==> src/rtl/timer_intc_pkg.sv <==
// ============================================================================
// Module  : timer_intc_pkg
// Brief   : Shared register map, CTRL bit positions, timer state encoding and
//           byte-lane write helpers for the timer/interrupt controller.
// Revision: 1.0 - initial release
// ============================================================================
`default_nettype none

package timer_intc_pkg;

    localparam logic [2:0] REG_CTRL    = 3'd0;
    localparam logic [2:0] REG_PRESET  = 3'd1;
    localparam logic [2:0] REG_COUNT   = 3'd2;
    localparam logic [2:0] REG_PENDING = 3'd3;
    localparam logic [2:0] REG_MASK    = 3'd4;
    localparam logic [2:0] REG_IRQ_RAW = 3'd5;

    localparam int CTRL_EN_BIT   = 0;
    localparam int CTRL_AUTO_BIT = 1;
    localparam int TIMER_IRQ_BIT = 5;

    typedef enum logic [0:0] {
        IDLE = 1'b0,
        RUN  = 1'b1
    } timer_state_e;

    function automatic logic [31:0] lane_mask(input logic [3:0] be);
        return {{8{be[3]}}, {8{be[2]}}, {8{be[1]}}, {8{be[0]}}};
    endfunction

    function automatic logic [31:0] byte_merge(input logic [31:0] old_val,
                                               input logic [31:0] new_val,
                                               input logic [3:0]  be);
        logic [31:0] m;
        m = lane_mask(be);
        return (old_val & ~m) | (new_val & m);
    endfunction

endpackage

`default_nettype wire

==> src/rtl/timer_intc_if.sv <==
// ============================================================================
// Module  : timer_intc_if
// Brief   : CPU data-memory bus bundle seen by the timer/interrupt controller.
// Revision: 1.0 - initial release
// ============================================================================
`default_nettype none

interface timer_intc_if;
    logic        dm_en;
    logic [3:0]  dm_byte;
    logic [31:0] dm_addr;
    logic [31:0] dm_in;
    logic [31:0] dm_out;
    logic        hit;

    modport master (
        output dm_en, dm_byte, dm_addr, dm_in,
        input  dm_out, hit
    );

    modport slave (
        input  dm_en, dm_byte, dm_addr, dm_in,
        output dm_out, hit
    );
endinterface

`default_nettype wire

==> src/rtl/timer_intc_down_timer.sv <==
// ============================================================================
// Module  : timer_intc_down_timer
// Brief   : 32-bit down counter with one-shot / auto-reload expiry.
// Revision: 1.0 - initial release
// ============================================================================
`default_nettype none

module timer_intc_down_timer
    import timer_intc_pkg::*;
(
    input  wire logic        clk,
    input  wire logic        rst,
    input  wire logic        en_i,
    input  wire logic        auto_i,
    input  wire logic [31:0] preset_i,
    input  wire logic        cnt_we_i,
    input  wire logic [31:0] cnt_wdata_i,
    output logic [31:0]      count_o,
    output logic             expire_o,
    output logic             en_clr_o
);

    timer_state_e state_q, state_d;
    logic [31:0]  count_q, count_d;

    always_ff @(posedge clk or posedge rst) begin
        if (rst) begin
            state_q <= IDLE;
            count_q <= '0;
        end else begin
            state_q <= state_d;
            count_q <= count_d;
        end
    end

    always_comb begin
        state_d  = state_q;
        count_d  = count_q;
        expire_o = 1'b0;
        en_clr_o = 1'b0;
        case (state_q)
            IDLE: begin
                if (en_i) state_d = RUN;
            end
            RUN: begin
                if (!en_i) begin
                    state_d = IDLE;
                end else if (count_q != '0) begin
                    count_d = count_q - 32'd1;
                end else begin
                    expire_o = 1'b1;
                    if (auto_i) begin
                        count_d = preset_i;
                    end else begin
                        en_clr_o = 1'b1;
                        state_d  = IDLE;
                    end
                end
            end
            default: state_d = IDLE;
        endcase
        // Software load overrides any decrement or reload in the same cycle.
        if (cnt_we_i) count_d = cnt_wdata_i;
    end

    assign count_o = count_q;

endmodule

`default_nettype wire

==> src/rtl/timer_intc.sv <==
// ============================================================================
// Module  : timer_intc
// Brief   : Memory-mapped timer plus edge-triggered interrupt controller
//           driving the CPU rupt input.
// Revision: 1.0 - initial release
// ============================================================================
`default_nettype none

module timer_intc
    import timer_intc_pkg::*;
#(
    parameter logic [31:0] BASE_ADDR = 32'h0000_1000,
    parameter int          N_EXT     = 5
) (
    input  wire logic             clk,
    input  wire logic             rst,
    timer_intc_if.slave           bus,
    input  wire logic [N_EXT-1:0] irq_in,
    output logic                  rupt
);

    localparam int NP = N_EXT + 1;

    logic [1:0]       ctrl_q, ctrl_d;
    logic [31:0]      preset_q, preset_d;
    logic [NP-1:0]    pending_q, pending_d;
    logic [NP-1:0]    mask_q, mask_d;
    logic [N_EXT-1:0] irq_q;

    logic        hit;
    logic        we;
    logic [2:0]  off;
    logic [31:0] lanes;
    logic [31:0] count;
    logic [31:0] cnt_wdata;
    logic        cnt_we;
    logic        expire;
    logic        en_clr;
    logic [31:0] rdata;
    logic        unused_addr_bits;

    assign hit     = (bus.dm_addr[31:5] == BASE_ADDR[31:5]);
    assign off     = bus.dm_addr[4:2];
    assign we      = hit & bus.dm_en;
    assign lanes   = lane_mask(bus.dm_byte);
    assign bus.hit = hit;

    assign unused_addr_bits = ^bus.dm_addr[1:0];

    assign cnt_we    = we && (off == REG_COUNT) && (|bus.dm_byte);
    assign cnt_wdata = byte_merge(count, bus.dm_in, bus.dm_byte);

    timer_intc_down_timer u_down_timer (
        .clk         (clk),
        .rst         (rst),
        .en_i        (ctrl_q[CTRL_EN_BIT]),
        .auto_i      (ctrl_q[CTRL_AUTO_BIT]),
        .preset_i    (preset_q),
        .cnt_we_i    (cnt_we),
        .cnt_wdata_i (cnt_wdata),
        .count_o     (count),
        .expire_o    (expire),
        .en_clr_o    (en_clr)
    );

    always_comb begin
        ctrl_d    = ctrl_q;
        preset_d  = preset_q;
        pending_d = pending_q;
        mask_d    = mask_q;

        if (en_clr) ctrl_d[CTRL_EN_BIT] = 1'b0;
        if (we && (off == REG_CTRL) && bus.dm_byte[0]) ctrl_d = bus.dm_in[1:0];

        if (we && (off == REG_PRESET))
            preset_d = byte_merge(preset_q, bus.dm_in, bus.dm_byte);

        if (we && (off == REG_MASK))
            mask_d = (mask_q & ~lanes[NP-1:0]) | (bus.dm_in[NP-1:0] & lanes[NP-1:0]);

        if (we && (off == REG_PENDING))
            pending_d = pending_q & ~(bus.dm_in[NP-1:0] & lanes[NP-1:0]);
        // Applied after the clear so a same-cycle event always survives.
        pending_d = pending_d | {expire, irq_in & ~irq_q};
    end

    always_ff @(posedge clk or posedge rst) begin
        if (rst) begin
            ctrl_q    <= '0;
            preset_q  <= '0;
            pending_q <= '0;
            mask_q    <= '0;
            irq_q     <= '0;
        end else begin
            ctrl_q    <= ctrl_d;
            preset_q  <= preset_d;
            pending_q <= pending_d;
            mask_q    <= mask_d;
            irq_q     <= irq_in;
        end
    end

    always_comb begin
        rdata = '0;
        case (off)
            REG_CTRL:    rdata = {30'd0, ctrl_q};
            REG_PRESET:  rdata = preset_q;
            REG_COUNT:   rdata = count;
            REG_PENDING: rdata = 32'(pending_q);
            REG_MASK:    rdata = 32'(mask_q);
            REG_IRQ_RAW: rdata = 32'(irq_in);
            default:     rdata = '0;
        endcase
    end

    assign bus.dm_out = hit ? rdata : 32'd0;
    assign rupt       = |(pending_q & mask_q);

endmodule

`default_nettype wire

==> src/flat_wrapper.sv <==
// flat-port wrapper written by rule: the top's interface ports become plain ports
module timer_intc_flat import timer_intc_pkg::*;
#(
    parameter logic [31:0] BASE_ADDR = 32'h0000_1000,
    parameter int          N_EXT     = 5
)
  (clk, rst, irq_in, rupt, bus_dm_en, bus_dm_byte, bus_dm_addr, bus_dm_in, bus_dm_out, bus_hit);
  timer_intc_if bus_i ();
  input  wire logic clk;
  input  wire logic rst;
  input  wire logic [N_EXT-1:0] irq_in;
  output logic rupt;
  input wire logic [$bits(bus_i.dm_en)-1:0] bus_dm_en;
  input wire logic [$bits(bus_i.dm_byte)-1:0] bus_dm_byte;
  input wire logic [$bits(bus_i.dm_addr)-1:0] bus_dm_addr;
  input wire logic [$bits(bus_i.dm_in)-1:0] bus_dm_in;
  output wire logic [$bits(bus_i.dm_out)-1:0] bus_dm_out;
  output wire logic [$bits(bus_i.hit)-1:0] bus_hit;
  assign bus_i.dm_en = bus_dm_en;
  assign bus_i.dm_byte = bus_dm_byte;
  assign bus_i.dm_addr = bus_dm_addr;
  assign bus_i.dm_in = bus_dm_in;
  assign bus_dm_out = bus_i.dm_out;
  assign bus_hit = bus_i.hit;
  timer_intc #(.BASE_ADDR(BASE_ADDR), .N_EXT(N_EXT)) u_core (.clk(clk), .rst(rst), .bus(bus_i), .irq_in(irq_in), .rupt(rupt));
endmodule
==> config.mk <==
export PLATFORM = sky130hd
export DESIGN_NAME = timer_intc_flat
export DESIGN_NICKNAME = d
export VERILOG_FILES = /design/src/rtl/timer_intc_pkg.sv /design/src/rtl/timer_intc_if.sv /design/src/rtl/timer_intc_down_timer.sv /design/src/rtl/timer_intc.sv /design/src/flat_wrapper.sv
export SDC_FILE = /design/constraint.sdc
export NUM_CORES = 1
export LEC_CHECK = 0
export CORE_UTILIZATION = 55
export CTS_BUF_LIST = sky130_fd_sc_hd__clkbuf_8
export CTS_CLUSTER_SIZE = 10
export DETAILED_ROUTE_END_ITERATION = 16
export GPL_TIMING_DRIVEN = 0
export PLACE_DENSITY = 0.84
export SLEW_MARGIN = 0
export SYNTH_ARGS = -nofsm -noshare
export SYNTH_HDL_FRONTEND = slang
export SYNTH_HIERARCHICAL = 1
export SYNTH_SLANG_ARGS = --single-unit
==> constraint.sdc <==
create_clock -name clk -period 2.7 [get_ports clk]
set_input_delay 0.54 -clock clk [delete_from_list [all_inputs] [get_ports clk]]
set_output_delay 0.54 -clock clk [all_outputs]
set_load 0.01 [all_outputs]
After elaboration in Yosys (flattened, before gate mapping)
Cells that the tools add are included.

cells by class
  $add $sub $neg = 1
  equal/unequal tests = 6
  muxes and demuxes = 22
  bitwise logic cells = 18
  reductions and logical operators = 16

operators with widths
  operator                                               count
  2-to-1 mux 32 bit                                      6
  one-hot mux 32 bit (6 select lines)                    1
  bitwise AND 32 bit                                     3
  bitwise OR 32 bit                                      2
  NOT 32 bit                                             1
  nonzero test 32 bit                                    1
  subtractor 32 x 1 -> 32 bit (second input constant)    1
  equality test 27 x 8 -> 1 bit (second input constant)  1
  bitwise AND 6 bit                                      4
  2-to-1 mux 1 bit                                       13
  NOT 6 bit                                              2
  bitwise OR 6 bit                                       2
  logical AND 1 bit                                      7
  equality test 3 x 2 -> 1 bit (second input constant)   2
  equality test 3 bit (second input constant)            2
  2-to-1 mux 6 bit                                       1
  nonzero test 2 bit                                     3
  OR reduction 6 bit                                     1
  bitwise AND 5 bit                                      1
  NOT 5 bit                                              1
  OR reduction 4 bit                                     1
  equality test 3 x 1 -> 1 bit (second input constant)   1
  zero test 3 bit                                        1
  AND reduction 3 bit                                    1
  4 further kinds                                        4

word-level totals
  register bits = 84
  input bits = 76

Longest topological paths before layout
Gate-level depths: netlist of run 1.

  depth after elaboration = 6
  gate-level depth with buffers = 11
  mapped depth without buffers = 9

Modules after synthesis
The synthesis of run 1 kept the hierarchy.

by module, submodules not included
  module                 instances  cells each  area an instance (um^2)  sequential area each (um^2)
  timer_intc             1          289         3113.0                   1276.2
  timer_intc_down_timer  1          332         2785.2                   825.8

Least setup slack after synthesis of run 1
OpenSTA, ideal clock, no wires.

  path type = in2reg
  from = input port bus_dm_addr[6]
  to = register u_core.u_down_timer.count_q[19], in the netlist u_core/u_down_timer/count_o[19]
  library setup time = 133 ps
  arrival time = 2954 ps
  setup slack = -387 ps
  stages = 10
  path buffers = 1
  path through = nor4_1 -> and4_2 -> clkbuf_1 -> nand2_1 -> nor4_1 -> clkinv_1 -> nand2_1 -> nor2_1 -> a32oi_1 -> o211ai_1

on the way
  cells in the longest elaborated chain, start to end = 6
  elaborated cells on any way between the ends = 9
  those cells by class = eq/ne (1); mux (1); bitwise (1); reduce/logical (6)

RTL lines
  item                                                                       line                         source
  start, declared                                                            flat_wrapper.sv:15           input wire logic [$bits(bus_i.dm_addr)-1:0] bus_dm_addr;
  equality test 27 x 8 -> 1 bit (*)                                          timer_intc.sv:42             assign hit = (bus.dm_addr[31:5] == BASE_ADDR[31:5]);
  bitwise AND 1 bit (*)                                                      timer_intc.sv:44             assign we = hit & bus.dm_en;
  logical AND 1 bit (*) (2 in series)                                        timer_intc.sv:50             assign cnt_we = we && (off == REG_COUNT) && (|bus.dm_byte);
  named net u_core.cnt_we                                                    timer_intc.sv:36             logic cnt_we;
  nonzero test 3 bit (no line) / nonzero test 2 bit (equally long branches)  -
  AND reduction 3 bit (no line)                                              -
  end signal, assigned                                                       timer_intc_down_timer.sv:32  count_q <= count_d;
  end, declared                                                              timer_intc_down_timer.sv:24  logic [31:0] count_q, count_d;

Mark *: on every way through the listed nets, which the timed path passes. The rest lies on a longest branch.
A chain may end at the register's enable or synchronous reset.

Worst setup path after layout of run 1
  from = input port bus_dm_addr[14]
  to = output port bus_dm_out[14]

on the way
  cells in the longest elaborated chain, start to end = 2

RTL lines
  item                           line                source
  equality test 27 x 8 -> 1 bit  timer_intc.sv:42
  2-to-1 mux 32 bit              timer_intc.sv:116   assign bus.dm_out = hit ? rdata : 32'd0;
  end, declared                  flat_wrapper.sv:17  output wire logic [$bits(bus_i.dm_out)-1:0] bus_dm_out;

No other way between the ends.

==> impl_metrics.py, run 1 <==
metrics = {
    "run_status": {
        "outcome": "finished, violations left",
        "violations": "setup timing",
    },
    "cts": {
        "cts.reportedPaths.clkPinSlew_ns": 0.08,
        "clock-sinks": 84,
        "cts_tree": "yes",
        "cts_root_buf": "clkbuf_8",
        "h-tree-depth": 3,
        "ctsLongestPathBuffers": 2,
        "clk_latency_ns": 0.39,
        "cts_hold_buf": 0,
        "cts-buffers-inserted": 9,
    },
    "synth": {
        "syn_nets": 699,
        "syn_area_per_cell_um2": 9.498,
        "ys_types": 70,
        "ys.flop_type": "dfrtp_1",
        "ys_warn_count": 6,
        "synth_edf_count": 0,
        "synth_async_sr_flop_share": 1.000,
        "synth_seq_cells": 84,
        "yosysSeqAreaShare": 0.3564,
        "synth_area_um2": 5898,
        "synthCells": 621,
    },
    "timing": {
        "max_freq_mhz": 366.0,
        "fin_ws_ns": -0.03198,
        "finClkSkew_ns": 0.01095,
        "whs_ns": 0.5021,
        "fin_crit_ns": 2.732,
        "hold_violations": 0,
        "final.period_utilization": 1.012,
        "maxSlewHeadroom": 0.4278,
        "tightest_slew_ns": 0.8570,
        "setup_violations": 10,
        "finalSetupTns_ns": -0.1313,
        "drv_slew": 0,
    },
    "routing": {
        "num_vias": 6595,
        "drt-met1-wl_mm": 8.911,
        "first_pass_iters": 7,
        "via_per_inst": 7.046,
        "wl_per_cell_um": 25.16,
        "top_layer_used": "met4",
        "drtAntennaViolNets": 0,
        "drt_iter0_drc": 887,
        "drcViolationCount": 0,
        "wl_met3_mm": 2.995,
        "routed_wl_mm": 23.55,
        "met2_length_mm": 10.76,
    },
    "global_route": {
        "track_usage": 0.4161,
        "grt_antenna_before_repair": 0,
        "grt_pass1_wl_mm": 35.12,
        "grt_overflow": 0,
        "grt_max_degree": 34,
        "grt_pass1_vias": 6340,
    },
    "die": {
        "io_pins": 110,
        "fp-row-count": 37,
        "dieArea_um2": 11140,
        "coreArea_um2": 10370,
        "die_height_um": 105.6,
        "die_w_um": 105.6,
        "initial_core_util": 0.5688,
    },
    "layout": {
        "mostFrequentLayoutCells": "dfrtp_1, mux2_2, buf_4, a22oi_1, clkdlybuf4s50_1",
        "drive_above_1_share": 0.3713,
        "syn2layout_area_growth_pct": 39.35,
        "fillCellCount": 673,
        "final_common_cell": "dfrtp_1",
        "final_util": 0.7926,
        "instances_no_fill": 936,
        "antenna_cells": 0,
        "layout.nets": 875,
    },
    "setup_path": {
        "cp.arrival_ns": 2.19,
        "crit_fanout": 5,
        "end_kind": "primary output",
        "crit_type": "input pin to primary output",
        "cp.required_ns": 2.16,
        "startpoint_type": "input pin",
    },
    "placement": {
        "routabilityCongestion": 0.9884,
        "place_inst": 861,
        "dpl.hpwl_mm": 14.80,
        "port_buffers": 103,
    },
    "power_and_ir_drop": {
        "finalPower_mw": 2.681,
        "peakVddDrop_v": 0.0003299,
        "leakage_nw": 3.565,
        "power_density_nw_per_um2": 326.2,
    },
    "flow_run": {
        "maxCapViolCount": 0,
    },
    "min_path": {
        "hold_class": "flip-flop to flip-flop",
    },
}
-- kinds of logic (layout without fill, tap and decap cells) --
| logic type | count (synthesis) | in the layout | share of synthesized area |
|---|---|---|---|
| muxes | 91 | 91 | 0.1699 |
| and+or+nand+nor | 208 | 208 | 0.2138 |
| buffers and inverters | 62 | 241 | 0.04540 |
| adders and majority gates | 2 | 2 | 0.004242 |
| AOI/OAI and AO/OA | 161 | 161 | 0.1909 |
| DFF | 84 | 84 | 0.3564 |
| xor gates and xnor gates | 13 | 13 | 0.01930 |
-- worst paths after layout --
kind | startpoint | to | slack, ns | cells past startpoint
worst max register to register | u_core/u_down_timer/count_o[4] | u_core/u_down_timer/count_o[2] | 0.05 | 8
worst min register to register | u_core/u_down_timer/state_q | u_core/u_down_timer/state_q | 0.50 | 1
min in group asynchronous | rst | async pin | 0.54 | 2
worst min-delay path | u_core/u_down_timer/state_q | u_core/u_down_timer/state_q | 0.50 | 1
worst max-delay path | bus_dm_addr[14] | bus_dm_out[14] | -0.03 | 9
max in group asynchronous | rst | u_core/u_down_timer/count_o[1] | 1.42 | 2
-- area by class of cell --
| class | instances | area (µm²) | area share |
|---|---|---|---|
| clock inverters | 4 | 98.84 | 0.01203 |
| multi-input cells | 475 | 3896 | 0.4740 |
| repair buffers | 167 | 1405 | 0.1710 |
| inverters | 17 | 65.06 | 0.007916 |
| flip-flops and latches | 84 | 2105 | 0.2561 |
| well taps | 136 | 170.2 | 0.02070 |
| clock buffers | 10 | 137.6 | 0.01675 |
| plain buffers | 43 | 341.6 | 0.04156 |
-- Yosys cell counts, types with 3 or more instances --
| cell | n | area, µm² |
|---|---|---|
| a211o_1 | 3 | 26.28 |
| a211oi_1 | 8 | 60.06 |
| a21oi_1 | 29 | 145.1 |
| a221oi_1 | 3 | 26.28 |
| a22o_1 | 5 | 43.79 |
| a22oi_1 | 44 | 330.3 |
| a31oi_1 | 5 | 31.28 |
| a32oi_1 | 6 | 52.55 |
| a41oi_1 | 3 | 26.28 |
| and2_1 | 3 | 18.77 |
| buf_1 | 3 | 11.26 |
| buf_2 | 10 | 50.05 |
| clkbuf_1 | 28 | 105.1 |
| dfrtp_1 | 84 | 2102 |
| inv_1 | 16 | 60.06 |
| mux2_2 | 73 | 822.0 |
| mux2i_1 | 18 | 180.2 |
| nand2_1 | 29 | 108.9 |
| nand2b_1 | 7 | 43.79 |
| nand3_1 | 11 | 55.05 |
| nand4_1 | 17 | 106.4 |
| nand4b_1 | 4 | 35.03 |
| nor2_1 | 49 | 183.9 |
| nor2b_1 | 5 | 31.28 |
| nor3_1 | 17 | 85.08 |
| nor3_2 | 4 | 40.04 |
| nor4_1 | 20 | 125.1 |
| nor4_4 | 4 | 85.08 |
| o211ai_1 | 3 | 22.52 |
| o21ai_0 | 21 | 105.1 |
| o22ai_1 | 5 | 31.28 |
| o31ai_1 | 6 | 45.04 |
| o41ai_1 | 5 | 43.79 |
| or3_1 | 5 | 31.28 |
| or4_1 | 8 | 60.06 |
| xnor2_1 | 6 | 52.55 |
| xor2_1 | 7 | 61.31 |
-- critical path: stages --
cell	delay, ns
dlygate4sd2_1	0.26
nor4b_4	0.29
and3_1	0.23
buf_6	0.14
nand3_4	0.15
buf_12	0.18
clkbuf_16	0.15
nor2_2	0.10
buf_2	0.13
-- metal layers --
metal	track usage	vias to the layer above
met5	0	-
met4	0.1865	0
met3	0.1076	78
met2	0.6447	548
met1	0.5486	3204
li1	-	2765
-- where the power goes --
part / internal (mW) / switching (mW)
logic: 0.144 / 0.151
registers: 1.26 / 0.00149
clock network: 0.631 / 0.494
-- repair_timing --
| action | 4_1_cts | 5_1_grt |
|---|---|---|
| pin swaps | 18 | 16 |
| gates resized for setup | 236 | 74 |
| endpoints found under the setup margin | 67 | 97 |
| gates cloned | 5 | 0 |
| buffers inserted | 32 | 26 |
-- stage by stage --
stage | cell area, µm² | setup WS [ns]
global placement | 7147 | -1.372
finish | 8219 | -0.03198
CTS | 7891 | -0.0004345
floorplan | 5946 | 0.02612
global route | 8219 | -0.06565
detailed placement | 7167 | -1.456
(Power assumes the default switching activity.)
==> run 2, diff against run 1 <==
Settings changed: CORE_MARGIN set to 2.
==> run 2 against run 1 <==
  * The run now ends clean
  * Global-route usage decreased by 2.1 points
  * First-iteration DRC count decreased by 33%
  * Non-clock buffer count decreased by 14
  * Clock skew increased by 0.0034 ns
  * Sequential share of layout area increased by 0.52 points
  * Critical path depth unchanged
  * Setup slack improved by 0.037 ns
  * Design area decreased by 2.0%
  * Register-to-register slack got worse by 0.04 ns
  * Count of clock-buffer cells in the layout increased by 1
  * Core utilization decreased by 1.6 points
  * Routed wire length decreased by 4.5%
  * Highest routed layer unchanged
==> impl_metrics.py, run 2 (same netlist as run 1, synthesis figures left out) <==
metrics = {
    "routing": {
        "via_per_inst": 6.833,
        "drtAntennaViolNets": 0,
        "routed_wl_mm": 22.48,
        "num_vias": 6314,
        "drcViolationCount": 0,
        "drt_iter0_drc": 590,
        "wl_per_cell_um": 24.33,
        "first_pass_iters": 5,
    },
    "cts": {
        "cts_root_buf": "clkbuf_8",
        "cts.reportedPaths.clkPinSlew_ns": 0.09,
        "cts_tree": "yes",
        "ctsLongestPathBuffers": 2,
        "cts_hold_buf": 0,
        "clk_latency_ns": 0.39,
        "h-tree-depth": 3,
        "cts-buffers-inserted": 9,
        "clock-sinks": 84,
    },
    "power_and_ir_drop": {
        "switching_power_mw": 0.6626,
        "peakVddDrop_v": 0.0003727,
        "leakage_nw": 3.437,
        "pwr-share-seq": 0.514,
        "internal-power_mw": 1.792,
        "power_density_nw_per_um2": 304.6,
        "p_sw_frac": 0.2700,
        "clkPwrFrac": 0.371,
        "finalPower_mw": 2.454,
        "p_comb_frac": 0.114,
    },
    "timing": {
        "fin_crit_ns": 2.695,
        "hold_violations": 0,
        "rsz0062_at_grt": "yes",
        "maxSlewHeadroom": 0.4456,
        "drv_slew": 0,
        "finClkSkew_ns": 0.01440,
        "whs_ns": 0.5005,
        "final.period_utilization": 0.9981,
        "setup_violations": 0,
        "tightest_slew_ns": 0.8315,
        "finalSetupTns_ns": 0,
        "max_freq_mhz": 371.1,
    },
    "die": {
        "die_height_um": 107.6,
        "die_w_um": 107.6,
        "coreArea_um2": 10370,
        "fp-row-count": 37,
        "io_pins": 110,
        "initial_core_util": 0.5688,
        "dieArea_um2": 11570,
    },
    "layout": {
        "final_util": 0.7769,
        "antenna_cells": 0,
        "final_common_cell": "dfrtp_1",
        "layout.nets": 861,
        "syn2layout_area_growth_pct": 36.59,
        "drive_above_1_share": 0.3426,
        "design_area_um2": 8056,
        "fillCellCount": 726,
        "mostFrequentLayoutCells": "dfrtp_1, mux2_2, buf_4, a22oi_1, nor2_1",
    },
    "setup_path": {
        "end_kind": "flip-flop",
        "worst-path-buf-inv": 3,
        "crit_fanout": 5,
        "crit_slowest_cell": "or4b_4",
        "startpoint_type": "flip-flop",
        "cp.arrival_ns": 3.01,
        "cp.required_ns": 3.01,
        "cp_cell_sequence": "inv_1 > ha_1 > or4b_4 > nor4_4 > buf_4 > a41oi_2 > clkdlybuf4s15_2 > o31ai_1 > o2bb2ai_1",
        "max_stage_delay_ns": 0.53,
        "crit_type": "flip-flop to flip-flop",
        "cpLargestDelayFamily": "simple AND/OR/NAND/NOR gates",
    },
    "placement": {
        "routabilityCongestion": 0.9501,
        "dpl_cell_area_um2": 7167,
        "port_buffers": 103,
        "dpl.hpwl_mm": 14.68,
    },
    "flow_run": {
        "maxCapViolCount": 0,
    },
    "min_path": {
        "hold_class": "flip-flop to flip-flop",
    },
    "global_route": {
        "grt_pass1_vias": 6391,
        "grt_pass1_wl_mm": 34.73,
        "grt_antenna_before_repair": 0,
        "track_usage": 0.3953,
        "grt_overflow": 0,
        "grt_max_degree": 34,
    },
    "run_status": {
        "outcome": "completed",
    },
}
-- run 2: changes by cell type in the layout (fill, tap and decap cells not counted), sizes merged --
| cell | previous run | this run |
|---|---|---|
| buf | 110 | 82 |
| clkinv | 2 | 5 |
| inv | 16 | 17 |
| dlymetal6s2s | 3 | 0 |
| clkdlybuf4s15 | 5 | 15 |
| bufinv | 3 | 0 |
| clkbuf | 49 | 54 |
| dlygate4sd2 | 12 | 15 |
-- run 2: cell type report --
| class | instances | area, µm² | share of cell area |
|---|---|---|---|
| multi-input cells | 475 | 3871 | 0.4805 |
| well taps | 136 | 170.2 | 0.02112 |
| clock inverters | 5 | 43.79 | 0.005436 |
| repair buffers | 154 | 1318 | 0.1635 |
| flip-flops and latches | 84 | 2105 | 0.2612 |
| inverters | 17 | 65.06 | 0.008076 |
| clock buffers | 11 | 151.4 | 0.01879 |
| plain buffers | 42 | 332.8 | 0.04131 |
-- run 2: worst reg2reg max path, stage by stage, from the launching register on --
cell and delay (ns):
dfrtp_2 0.45, inv_1 0.13, ha_1 0.18, or4b_4 0.53, nor4_4 0.37, buf_4 0.21
a41oi_2 0.19, clkdlybuf4s15_2 0.32, o31ai_1 0.10, o2bb2ai_1 0.15
-- run 2: timing repair --
action                     4_1_cts  5_1_grt
setup buffers                   27       20
cloned                           3        1
pin swaps                       19       19
setup endpoints to repair       67       89
resized for setup              203       79
-- run 2: per-stage QoR --
stage / worst slack, ns / cells
finish: 0.005066 / 924
detailed placement: -1.433 / 861
floorplan: 0.02612 / 621
global route: -0.07473 / 924
global placement: -1.383 / 860
CTS: -0.01631 / 905
-- run 2: layer usage --
| layer | GRT usage | up-vias | share of wire |
|---|---|---|---|
| met5 | 0 | - | 0 |
| met4 | 0.1758 | 0 | 0.039 |
| met3 | 0.1199 | 93 | 0.12 |
| met2 | 0.6042 | 470 | 0.45 |
| met1 | 0.5169 | 3012 | 0.39 |
| li1 | - | 2739 | - |
-- run 2: final timing paths --
kind | start | endpoint | slack [ns] | cells past startpoint
worst max register to register | u_core/u_down_timer/count_o[1] | u_core/u_down_timer/count_o[18] | 0.005 | 9
max in group asynchronous | rst | u_core/u_down_timer/count_o[1] | 1.44 | 2
worst min-delay path | u_core/u_down_timer/state_q | u_core/u_down_timer/state_q | 0.50 | 1
min in group asynchronous | rst | async pin | 0.55 | 2
worst min register to register | u_core/u_down_timer/state_q | u_core/u_down_timer/state_q | 0.50 | 1
worst max-delay path | u_core/u_down_timer/count_o[1] | u_core/u_down_timer/count_o[18] | 0.005 | 9
-- run 2: power by group through the flow --
stage	clock network, mW	registers (mW)	logic, mW
6_report	0.912	1.26	0.281
3_3_place_gp	0	1.29	0.249
4_1_cts	0.922	1.26	0.272
3_5_place_dp	0	1.29	0.258
5_1_grt	0.978	1.26	0.300
2_1_floorplan	0	1.29	0.103
